**config.mk**
```make
export PLATFORM = sky130hd
export DESIGN_NAME = ram_port_arbiter
export DESIGN_NICKNAME = d
export VERILOG_FILES = /design/src/rtl/ram_port_arbiter.sv
export SDC_FILE = /design/constraint.sdc
export NUM_CORES = 1
export LEC_CHECK = 0
export ABC_AREA = 0
export CORE_MARGIN = 5
export CORE_UTILIZATION = 47
export DETAILED_ROUTE_END_ITERATION = 7
export DONT_BUFFER_PORTS = 1
export REMOVE_ABC_BUFFERS = 1
export SYNTH_ARGS = -nofsm -noshare
export SYNTH_HDL_FRONTEND = slang
export SYNTH_SLANG_ARGS = --single-unit
export TNS_END_PERCENT = 20
```
**constraint.sdc**
```tcl
create_clock -name clk -period 2.3 [get_ports clk]
set_input_delay 0.23 -clock clk [delete_from_list [all_inputs] [get_ports clk]]
set_output_delay 0.23 -clock clk [all_outputs]
set_load 0.02 [all_outputs]
```
**src/rtl/ram_port_arbiter.sv**
```systemverilog
// Two-requester (IO, CPU) arbiter for a single-port pixel RAM; one access per three cycles.
// Build option: define ARB_ROUND_ROBIN_EN for round-robin arbitration (default: fixed IO priority).
module ram_port_arbiter #(
  parameter int ADDR_W = 16,
  parameter int DATA_W = 8
) (
  input  logic              clk,
  input  logic              reset,
  input  logic              io_req,
  input  logic              io_we,
  input  logic [ADDR_W-1:0] io_addr,
  input  logic [DATA_W-1:0] io_wdata,
  output logic              io_gnt,
  output logic              io_rvalid,
  input  logic              cpu_req,
  input  logic              cpu_we,
  input  logic [ADDR_W-1:0] cpu_addr,
  input  logic [DATA_W-1:0] cpu_wdata,
  output logic              cpu_gnt,
  output logic              cpu_rvalid,
  output logic [ADDR_W-1:0] mem_addr,
  output logic [DATA_W-1:0] mem_wdata,
  output logic              mem_we,
  output logic              mem_re
);

  typedef enum logic [1:0] {
    S_IDLE   = 2'd0,
    S_ACCESS = 2'd1,
    S_RESP   = 2'd2
  } state_t;

  state_t            state_q, state_d;
  logic              any_req;
  logic              pick_cpu;
  logic              accept;
  logic              we_q;
  logic              winner_cpu_q;
  logic [ADDR_W-1:0] addr_q;
  logic [DATA_W-1:0] wdata_q;

  assign any_req = io_req | cpu_req;
  assign accept  = (state_q == S_IDLE) && any_req;

`ifdef ARB_ROUND_ROBIN_EN
  // On contention the requester that did not win last time is served.
  logic last_cpu_q;

  assign pick_cpu = cpu_req & (~io_req | ~last_cpu_q);

  always_ff @(posedge clk) begin
    if (reset) begin
      last_cpu_q <= 1'b1;
    end else if (accept) begin
      last_cpu_q <= pick_cpu;
    end
  end
`else
  assign pick_cpu = cpu_req & ~io_req;
`endif

  always_ff @(posedge clk) begin
    if (reset) begin
      state_q <= S_IDLE;
    end else begin
      state_q <= state_d;
    end
  end

  always_comb begin
    state_d = state_q;
    unique case (state_q)
      S_IDLE:   state_d = any_req ? S_ACCESS : S_IDLE;
      S_ACCESS: state_d = S_RESP;
      S_RESP:   state_d = S_IDLE;
      default:  state_d = S_IDLE;
    endcase
  end

  // Transaction is captured once in IDLE and held; later req/field changes cannot disturb it.
  always_ff @(posedge clk) begin
    if (reset) begin
      we_q         <= 1'b0;
      winner_cpu_q <= 1'b0;
      addr_q       <= '0;
      wdata_q      <= '0;
    end else if (accept) begin
      we_q         <= pick_cpu ? cpu_we    : io_we;
      winner_cpu_q <= pick_cpu;
      addr_q       <= pick_cpu ? cpu_addr  : io_addr;
      wdata_q      <= pick_cpu ? cpu_wdata : io_wdata;
    end
  end

  always_comb begin
    mem_we     = 1'b0;
    mem_re     = 1'b0;
    io_gnt     = 1'b0;
    io_rvalid  = 1'b0;
    cpu_gnt    = 1'b0;
    cpu_rvalid = 1'b0;
    unique case (state_q)
      S_ACCESS: begin
        mem_we = we_q;
        mem_re = ~we_q;
      end
      S_RESP: begin
        io_gnt     = ~winner_cpu_q;
        io_rvalid  = ~winner_cpu_q & ~we_q;
        cpu_gnt    = winner_cpu_q;
        cpu_rvalid = winner_cpu_q & ~we_q;
      end
      default: ;
    endcase
  end

  assign mem_addr  = addr_q;
  assign mem_wdata = wdata_q;

endmodule

```
### Word-level counts from Yosys, hierarchy flattened

Index checks and enable logic that the tools add are counted.

* register bits after elaboration: 28
* bits in latches: 0
* memory bits (writable): 0
* memory bits (read-only): 0
* word-level logic and storage cells: 27
* memories kept: 0

* add/subtract/negate cells: 0
* multipliers: 0
* div/mod/pow operators: 0
* magnitude comparators: 0
* equal/unequal tests: 2
* shifts and indexed selects: 0
* muxes and demuxes: 11
* bitwise operators: 7
* reduce and logical (&&, ||, !) cells: 2

Operator list (number)
* 16-bit two-way mux: 1
* 1-bit two-way mux: 8
* 8-bit two-way mux: 1
* 2-bit case mux with 2 select lines: 1
* 1-bit AND: 3
* 1-bit NOT: 3
* 2-bit by 1-bit == test with 1-bit output (second input constant): 1
* 2-bit == test (second input constant): 1
* 2-bit logical NOT: 1
* 1-bit logical AND: 1
* 1-bit OR: 1

### Longest topological paths before layout

Gate-level depths: netlist of run 1.

* depth after elaboration: 3
* depth in mapped cells: 5
* gate-level depth less buffers: 3

### Worst setup path before layout of run 1

OpenSTA, ideal clock, no wires.

* path type: register to output
* start: reg state_q[1]
* end: out io_rvalid
* arrival time: 1352 ps
* path slack: 718 ps
* cell stages (with the launch flop): 3
* path buffers: 0
* cells stage by stage: dfxtp_1 nor3b_1 and2_1

* word-level cells in the longest chain between the ends: 2

RTL lines
* start: declaration: RTL line 33 `state_t state_q, state_d;`
* start signal: assignment: RTL line 66 `state_q <= state_d;`
* 2-bit == test: RTL line 102 `unique case (state_q)`
* 1-bit two-way mux: RTL line 102
* end: declaration: RTL line 14 `output logic io_rvalid,`

No other way between the ends.

### Worst setup path in the final report of run 1

Ends and elaborated chain as after synthesis.

==> results of run 1 <==
==> per-stage QoR <==
stage | worst slack, ns | hold WS (ns)
finish | 0.629 | 0.0553
global route | 0.443 | 0.0394
CTS | 0.604 | 0.0441
detailed placement | 0.865 | 0.301
global placement | 0.924 | 0.301
floorplan | 0.714 | 0.296
==> layout make-up <==
type	instances	area (µm²)	share of cell area
inverters	26	97.6	0.0628
well taps	44	55.1	0.0354
repair buffers	7	67.6	0.0435
clock buffers	4	36.3	0.0233
flip-flops and latches	28	561	0.361
multi-input cells	64	737	0.474
==> power by group <==
part           total [mW]  internal [mW]  switching (mW)  leakage (nW)
sequential          0.638          0.540          0.0984         0.233
clock               0.235         0.0968           0.139        0.0210
combinational       0.247          0.107           0.140         0.296
==> worst reg2reg max path, stage by stage, from the launching register on <==
cell and delay (ns):
dfxtp_1 0.40, nor2_8 0.31, o21ai_4 0.12, buf_4 0.23, a221oi_1 0.32
==> cells in the final DEF (no fill, tap or decap) <==
master	n
dfxtp_1	28
clkbuf_4	3
a221oi_2	21
dlygate4sd3_1	1
a211oi_1	1
nand2b_1	2
buf_12	1
a21oi_1	1
o21ai_4	1
nor3b_1	1
nor2_8	1
nor2_1	4
buf_4	5
and3b_1	1
clkbuf_8	1
and2_1	2
a221oi_1	4
inv_1	25
o22ai_2	20
o22ai_1	5
inv_2	1
==> sequential cells by signal, indices dropped and copies added, names as in the netlist <==
name,count
mem_addr,16
state_q,2
mem_wdata,8
we_q,1
winner_cpu_q,1
==> worst max-delay path by stage <==
stage	start	to	slack (ns)	cells after the start
final	state_q[1]$_SDFF_PP0_	io_rvalid	0.63	3
after global routing	state_q[1]$_SDFF_PP0_	io_rvalid	0.44	3
after CTS	state_q[1]$_SDFF_PP0_	io_rvalid	0.60	3
after detailed placement	state_q[1]$_SDFF_PP0_	mem_wdata[5]$_SDFFE_PP0P_	0.86	4
after global placement	state_q[1]$_SDFF_PP0_	mem_wdata[5]$_SDFFE_PP0P_	0.92	4
after floorplan	io_req	mem_wdata[1]$_SDFFE_PP0P_	0.71	3
==> kinds of logic after synthesis <==
family,count (synthesis),synth area share
flops,28,0.372
buf+inv,38,0.139
simple gates,11,0.0506
compound gates,53,0.438
==> repair_timing <==
item / 4_1_cts / 5_1_grt
resized for setup: 0 / 0
hold buffers: 2 / 0
endpoints found under the hold margin: 28 / 0
==> metal layers <==
layer	global-route usage	vias up	wire length (µm)	part of all wire
met4	0.0305	0	18	0.0053
met5	0	-	0	0
met2	0.271	46	1730	0.51
met1	0.182	463	1380	0.41
li1	-	489	-	-
met3	0.0590	2	264	0.078
==> flow_metrics.py, run 1 <==
metrics = {
    "floorplan": {
        "initial_utilization": 0.490,
        "pin_count": 84,
        "core_area_um2": 3080,
        "placementRows": 20,
        "die_x_um": 66.6,
        "die-area_um2": 4440,
        "die_height_um": 66.6,
    },
    "clock_network": {
        "cts_setup_buffers": 0,
        "cts_inserted_buffers": 3,
        "numClockSinks": 28,
        "clk_transition_reported_paths_ns": 0.14,
        "htree_num_levels": 1,
        "cts_root_buf": "clkbuf_4",
        "cts_tree": "built",
        "clk_latency_ns": 0.32,
        "number_of_buffers_between_clock_root_and_the_deepest_sink": 2,
    },
    "critical_path": {
        "criticalPathCategory": "flip-flop to output pin",
        "critical_path.slowest_cell": "dfxtp_1",
        "setup.reg_to_reg.worst_slack_ns": 0.85,
        "end_kind": "output pin",
        "reg2reg_depth": 4,
        "critical-path-top-delay-family": "flip-flops",
        "worstPathMaxFanout": 4,
        "number_of_buffers_and_inverters_on_the_critical_path": 1,
        "startpoint_type": "flip-flop",
        "worst_r2r_startpoint": "state_q[1]$_SDFF_PP0_",
        "cp_data_arrival_time_ns": 1.44,
        "required_worst_endpoint_ns": 2.07,
        "critical_path.cell_chain": "nor3b_1, buf_4, and2_1",
        "critical_path.reg2reg.endpoint": "mem_wdata[5]$_SDFFE_PP0P_",
        "cp_slowest_stage_delay_ns": 0.48,
    },
    "timing": {
        "worst_slew_pin_slew_ns": 0.609,
        "slew_viol_final": 0,
        "hold_violation_total_from_the_final_report": 0,
        "worst_slew_margin": 0.593,
        "finClkSkew_ns": 0.00675,
        "report.final.setup_viol": 0,
        "fmaxAchievable_mhz": 598,
        "grt_setup_unrepaired": "false",
        "final_period_utilization": 0.727,
        "setup_tns_ns": 0,
        "timing.final.crit_period_ns": 1.67,
    },
    "placed_design": {
        "place_area_um2": 1490,
        "detailed_place_hpwl_mm": 2.50,
        "place_inst": 167,
        "port_buffers": 0,
        "globalplace.congestion": 0.666,
    },
    "synth": {
        "netlist_instances": 130,
        "synth_area_leaders": "dfxtp_1 (37%), a221oi_2 (21%), o22ai_2 (17%), inv_1 (6.2%), buf_12 (2.7%)",
        "synth_largest_area_cell": "dfxtp_1",
        "combined_area_of_all_synthesized_cells_um2": 1510,
        "synth-edff-count": 0,
        "synth_largest_type_area_fraction": 0.372,
        "yosys.cell_types.count": 21,
        "ys.warnings.count": 0,
        "dominantRegCellSynth": "dfxtp_1",
        "yosysSeqAreaShare": 0.372,
        "ys_seq_elements": 28,
        "syn_area_per_cell_um2": 11.6,
        "post_synth_most_frequent_cells": "dfxtp_1 (28), inv_1 (25), a221oi_2 (21)",
        "synthArstFlopShare": 0,
        "synth.most_common_cell": "dfxtp_1",
    },
    "finish": {
        "fin_area_um2": 1550,
        "antenna-diode-count": 0,
        "final-instance-count-excl-fill": 173,
        "finish.utilization": 0.505,
        "layout-drive-gt1-share": 0.419,
        "fin_nets": 184,
        "fillerInstances": 285,
        "area_delta_synth_final_pct": 3.07,
    },
    "grt": {
        "antenna_found_initial": 0,
        "first_pass_grt_wire_length_mm": 5.24,
        "remaining_global_route_overflow": 0,
        "grt_pass1_vias": 1044,
        "groute.usage.overall": 0.156,
        "grt_start_max_net_pins": 29,
    },
    "outcome": {
        "outcome": "finished clean",
    },
    "job": {
        "timing.max_cap.violations": 0,
    },
    "route": {
        "vias": 1000,
        "dr.first_iter.drc_count": 29,
        "vias_per_cell": 5.78,
        "first_pass_iters": 4,
        "detail-route-antenna-nets": 0,
        "drc": 0,
        "detail_route.wl_per_cell_um": 19.6,
        "route.final.wire_length_mm": 3.39,
    },
    "pwr": {
        "reported_leakage_power_nw": 0.550,
        "ir_drop_mv": 0.370,
        "fin_total_pwr_mw": 1.12,
        "power.density_cell_area_nw_per_um2": 721,
    },
    "hold_path": {
        "launch_point_of_the_worst_hold_path": "io_req",
        "hold_path_class": "primary input to flip-flop",
        "min_delay_worst_endpoint": "state_q[0]$_SDFF_PP0_",
        "min_path_cells": 2,
    },
}
(Power assumes the default switching activity.)
==> inputs of run 2 (changes only) <==
==> constraint.sdc (replaced) <==
create_clock -name clk -period 1.7 [get_ports clk]
set_input_delay 0.17 -clock clk [delete_from_list [all_inputs] [get_ports clk]]
set_output_delay 0.17 -clock clk [all_outputs]
set_load 0.02 [all_outputs]
==> run 2 against run 1 <==
Global-route usage down 0.24 points; final cell count down 0.58%; clock skew down 0.0039 ns; non-clock buffer count unchanged; power up 31%; sequential share of layout area up 0.32 points; first-iteration DRC count up 59%; sequential cell count unchanged; combinational power up 34%; largest power group unchanged.
==> flow_metrics.py, run 2 (same netlist as run 1, synthesis figures left out) <==
metrics = {
    "clock_network": {
        "cts.hold.buffers_added": 2,
        "clk_latency_ns": 0.32,
        "cts_root_buf": "clkbuf_4",
        "number_of_buffers_between_clock_root_and_the_deepest_sink": 2,
        "resized_after_cts": 0,
        "numClockSinks": 28,
        "cts_inserted_buffers": 3,
        "cts_setup_buffers": 0,
        "htree_num_levels": 1,
        "cts_tree": "built",
        "clk_transition_reported_paths_ns": 0.15,
    },
    "timing": {
        "layout_setup_ws_ns": 0.106,
        "hold_violation_total_from_the_final_report": 0,
        "worst_slew_margin": 0.324,
        "report.final.setup_viol": 0,
        "worst_slew_pin_slew_ns": 1.01,
        "finClkSkew_ns": 0.00281,
        "setup_tns_ns": 0,
        "grt_setup_unrepaired": "false",
        "fmaxAchievable_mhz": 627,
        "slew_viol_final": 0,
        "final_period_utilization": 0.938,
        "timing.final.crit_period_ns": 1.59,
    },
    "floorplan": {
        "die-area_um2": 4440,
        "die_x_um": 66.6,
        "die_height_um": 66.6,
        "pin_count": 84,
        "core_area_um2": 3080,
        "initial_utilization": 0.490,
        "placementRows": 20,
    },
    "route": {
        "route.final.wire_length_mm": 3.37,
        "vias_per_cell": 5.99,
        "vias": 1031,
        "dr.first_iter.drc_count": 46,
        "detail_route.wl_per_cell_um": 19.6,
        "first_pass_iters": 4,
        "drc": 0,
        "detail-route-antenna-nets": 0,
    },
    "finish": {
        "layout.cells.most_common_list": "dfxtp_1 (28), inv_1 (25), a221oi_2 (21)",
        "area_delta_synth_final_pct": 2.16,
        "layout.cells.most_common": "dfxtp_1",
        "largest_register_ff_count": 16,
        "fin_nets": 184,
        "antenna-diode-count": 0,
        "final-instance-count-excl-fill": 172,
        "finish.utilization": 0.500,
        "layout-drive-gt1-share": 0.414,
    },
    "hold_path": {
        "hold_path_class": "primary input to flip-flop",
    },
    "grt": {
        "grt_start_max_net_pins": 29,
        "remaining_global_route_overflow": 0,
        "grt_pass1_vias": 1072,
        "antenna_found_initial": 0,
        "first_pass_grt_wire_length_mm": 5.16,
        "groute.usage.overall": 0.154,
    },
    "pwr": {
        "power.density_cell_area_nw_per_um2": 952,
        "clkPwrFrac": 0.185,
        "power.sequential.fraction": 0.589,
        "pwr-share-comb": 0.226,
        "reported_leakage_power_nw": 0.542,
        "power.switching_fraction": 0.348,
        "power.internal_mw": 0.956,
        "ir_drop_mv": 0.416,
        "switchingPower_mw": 0.510,
    },
    "job": {
        "timing.max_cap.violations": 0,
    },
    "critical_path": {
        "cp_data_arrival_time_ns": 1.42,
        "criticalPathCategory": "flip-flop to output pin",
        "startpoint_type": "flip-flop",
        "end_kind": "output pin",
        "worstPathMaxFanout": 4,
        "required_worst_endpoint_ns": 1.53,
    },
    "placed_design": {
        "port_buffers": 0,
        "globalplace.congestion": 0.629,
        "place_inst": 167,
        "detailed_place_hpwl_mm": 2.50,
        "post_placement_setup_slack_ns": 0.342,
    },
    "outcome": {
        "outcome": "finished clean",
    },
}
[run 2: changes by cell type in the layout (fill, tap and decap cells not counted), sizes merged]
cell,previous run,this run
clkbuf,4,3
[run 2: stage by stage]
stage,hold slack (ns),cell area [µm²],total power [mW]
final,0.0310,1540,1.47
after floorplan,0.236,1400,1.12
after global placement,0.240,1490,1.18
after CTS,0.0195,1540,1.49
after detailed placement,0.242,1490,1.20
after global routing,0.00835,1540,1.55
[run 2: worst max-delay path: stages, from the launching register on]
cell,delay [ns]
dfxtp_1,0.48
and3b_1,0.34
and2_1,0.28
[run 2: final cells by class]
cell class                 count  area, µm²
fill                         299       1540
multi-input combinational     64        737
sequential                    28        561
inverter                      26       97.6
timing repair buffer           7       67.6
tap                           44       55.1
clock buffer                   3       22.5
[run 2: path summary, 6_finish.rpt]
path	start	end	slack (ns)	depth (start not counted)
worst max register to register	state_q[1]$_SDFF_PP0_	mem_wdata[4]$_SDFFE_PP0P_	0.40	3
worst max-delay path	state_q[1]$_SDFF_PP0_	cpu_rvalid	0.11	2
worst min-delay path	cpu_addr[9]	mem_addr[9]$_SDFFE_PP0P_	0.03	2
worst min register to register	we_q$_SDFFE_PP0P_	we_q$_SDFFE_PP0P_	0.55	2
[run 2: power by group through the flow]
| stage | clock network [mW] | logic, mW | registers, mW |
|---|---|---|---|
| final | 0.271 | 0.332 | 0.863 |
| after global routing | 0.307 | 0.365 | 0.875 |
| after floorplan | 0 | 0.258 | 0.863 |
| after global placement | 0 | 0.303 | 0.879 |
| after detailed placement | 0 | 0.314 | 0.882 |
| after CTS | 0.285 | 0.335 | 0.867 |
[run 2: layer usage]
metal	wire [µm]	share of wire	vias up	GRT usage
met5	0	0	-	0
met4	56	0.017	0	0.0685
met3	327	0.097	6	0.0455
met2	1730	0.51	50	0.264
met1	1260	0.37	483	0.174
li1	-	-	492	-
==> inputs of run 3 (changes only) <==
--- a/config.mk
+++ b/config.mk
@@ -6,10 +6,11 @@
 export NUM_CORES = 1
 export LEC_CHECK = 0
 export ABC_AREA = 0
+export BUFFER_PORTS_ARGS = -buffer_cell sky130_fd_sc_hd__buf_2
 export CORE_MARGIN = 5
-export CORE_UTILIZATION = 47
+export CORE_UTILIZATION = 44
 export DETAILED_ROUTE_END_ITERATION = 7
-export DONT_BUFFER_PORTS = 1
+export PLACE_DENSITY = 0.8
 export REMOVE_ABC_BUFFERS = 1
 export SYNTH_ARGS = -nofsm -noshare
 export SYNTH_HDL_FRONTEND = slang
==> run 3 against run 2 <==
Clock power fell by 2%; worst hold slack improved by 0.074 ns; largest cell class unchanged; non-clock buffer count rose by 79; power rose by 8.1%.
==> flow_metrics.py, run 3 (same netlist as run 1, synthesis figures left out) <==
metrics = {
    "floorplan": {
        "pin_count": 84,
        "die_height_um": 68.5,
        "die-area_um2": 4700,
        "core_area_um2": 3340,
        "initial_utilization": 0.452,
        "die_x_um": 68.5,
        "placementRows": 21,
    },
    "route": {
        "vias_per_cell": 5.14,
        "drc": 0,
        "vias": 1301,
        "dr.first_iter.drc_count": 35,
        "detail-route-antenna-nets": 0,
        "route.final.wire_length_mm": 3.69,
        "first_pass_iters": 4,
        "detail_route.wl_per_cell_um": 14.6,
    },
    "timing": {
        "hold_violation_total_from_the_final_report": 0,
        "setup_tns_ns": 0,
        "finClkSkew_ns": 0.00199,
        "layout_setup_ws_ns": 0.174,
        "slew_viol_final": 0,
        "fmaxAchievable_mhz": 655,
        "report.final.setup_viol": 0,
        "final_period_utilization": 0.898,
        "worst_slew_margin": 0.334,
        "worst_slew_pin_slew_ns": 0.996,
        "grt_setup_unrepaired": "false",
        "timing.final.crit_period_ns": 1.53,
    },
    "critical_path": {
        "criticalPathCategory": "flip-flop to output pin",
        "required_worst_endpoint_ns": 1.53,
        "end_kind": "output pin",
        "startpoint_type": "flip-flop",
        "worstPathMaxFanout": 4,
        "cp_data_arrival_time_ns": 1.36,
    },
    "finish": {
        "largest_register_ff_count": 16,
        "fillerInstances": 309,
        "area_delta_synth_final_pct": 28.9,
        "multi_input_area_um2": 742,
        "layout.cells.most_common": "buf_2",
        "fin_nets": 263,
        "layout.cells.most_common_list": "buf_2 (83), dfxtp_1 (28), inv_1 (25)",
        "antenna-diode-count": 0,
        "regArea_um2": 561,
        "layout-drive-gt1-share": 0.647,
    },
    "placed_design": {
        "globalplace.congestion": 0.748,
        "port_buffers": 83,
        "detailed_place_hpwl_mm": 2.78,
        "post_placement_setup_slack_ns": 0.167,
    },
    "grt": {
        "groute.usage.overall": 0.155,
        "grt_pass1_vias": 1157,
        "grt_start_max_net_pins": 29,
        "remaining_global_route_overflow": 0,
        "first_pass_grt_wire_length_mm": 5.39,
        "antenna_found_initial": 0,
    },
    "pwr": {
        "power.density_cell_area_nw_per_um2": 816,
        "ir_drop_mv": 0.309,
        "reported_leakage_power_nw": 0.889,
    },
    "clock_network": {
        "clk_transition_reported_paths_ns": 0.14,
        "cts_tree": "built",
        "clk_latency_ns": 0.32,
        "cts_root_buf": "clkbuf_4",
        "number_of_buffers_between_clock_root_and_the_deepest_sink": 2,
        "numClockSinks": 28,
        "cts_inserted_buffers": 3,
        "htree_num_levels": 1,
        "cts.hold.buffers_added": 0,
    },
    "job": {
        "timing.max_cap.violations": 0,
    },
    "outcome": {
        "outcome": "finished clean",
    },
    "hold_path": {
        "hold_path_class": "primary input to flip-flop",
    },
}
==> run 3: cell types whose count changed in the layout (fill, tap and decap cells not counted), sizes merged <==
| cell | delta |
|---|---|
| dlygate4sd3 | -1 |
| buf | +80 |
==> run 3: area by class of cell <==
cell class                 instances  area share
multi-input combinational         64       0.382
sequential                        28       0.288
timing repair buffer              86       0.238
inverter                          26      0.0502
tap                               46      0.0296
clock buffer                       3      0.0116
==> run 3: worst paths after layout <==
kind         slack, ns                   endpoint  depth (start not counted)                startpoint
min reg2reg       0.47   mem_addr[3]$_SDFFE_PP0P_                          2  mem_addr[3]$_SDFFE_PP0P_
min               0.11  winner_cpu_q$_SDFFE_PP0P_                          2                    io_req
max               0.17                  io_rvalid                          3     state_q[1]$_SDFF_PP0_
max reg2reg       0.19  mem_wdata[5]$_SDFFE_PP0P_                          3     state_q[1]$_SDFF_PP0_
==> run 3: stage by stage <==
stage               hold slack (ns)  instance area, µm²  power [mW]  cells   util
detailed placement            0.447                1920        1.34    250  0.574
global placement              0.441                1920        1.33    250  0.574
floorplan                     0.236                1400        1.12    118      -
finish                        0.106                1940        1.59    253  0.582
CTS                          0.0880                1940        1.61    253  0.581
global route                 0.0885                1940        1.68    253  0.582
==> run 3: routing by layer <==
metal	up-vias	routed length (µm)	GRT usage	part of all wire
met4	0	77	0.0695	0.021
li1	646	-	-	-
met5	-	0	0	0
met3	6	319	0.0308	0.086
met1	605	1390	0.177	0.38
met2	44	1910	0.274	0.52
==> run 3: timing repair <==
| item | in CTS | in global routing |
|---|---|---|
| setup buffers | 0 | 0 |
| endpoints found under the setup margin | 0 | 1 |
| resized for setup | 0 | 1 |
==> run 3: critical path, cell delays in order (launching register included) <==
cell,delay [ns]
dfxtp_1,0.48
nor3b_2,0.26
and2_1,0.14
buf_2,0.15
==> run 3: power breakdown <==
part | internal, mW | switching, mW
clock | 0.0832 | 0.182
combinational | 0.227 | 0.325
sequential | 0.730 | 0.0391
total | 1.04 | 0.546
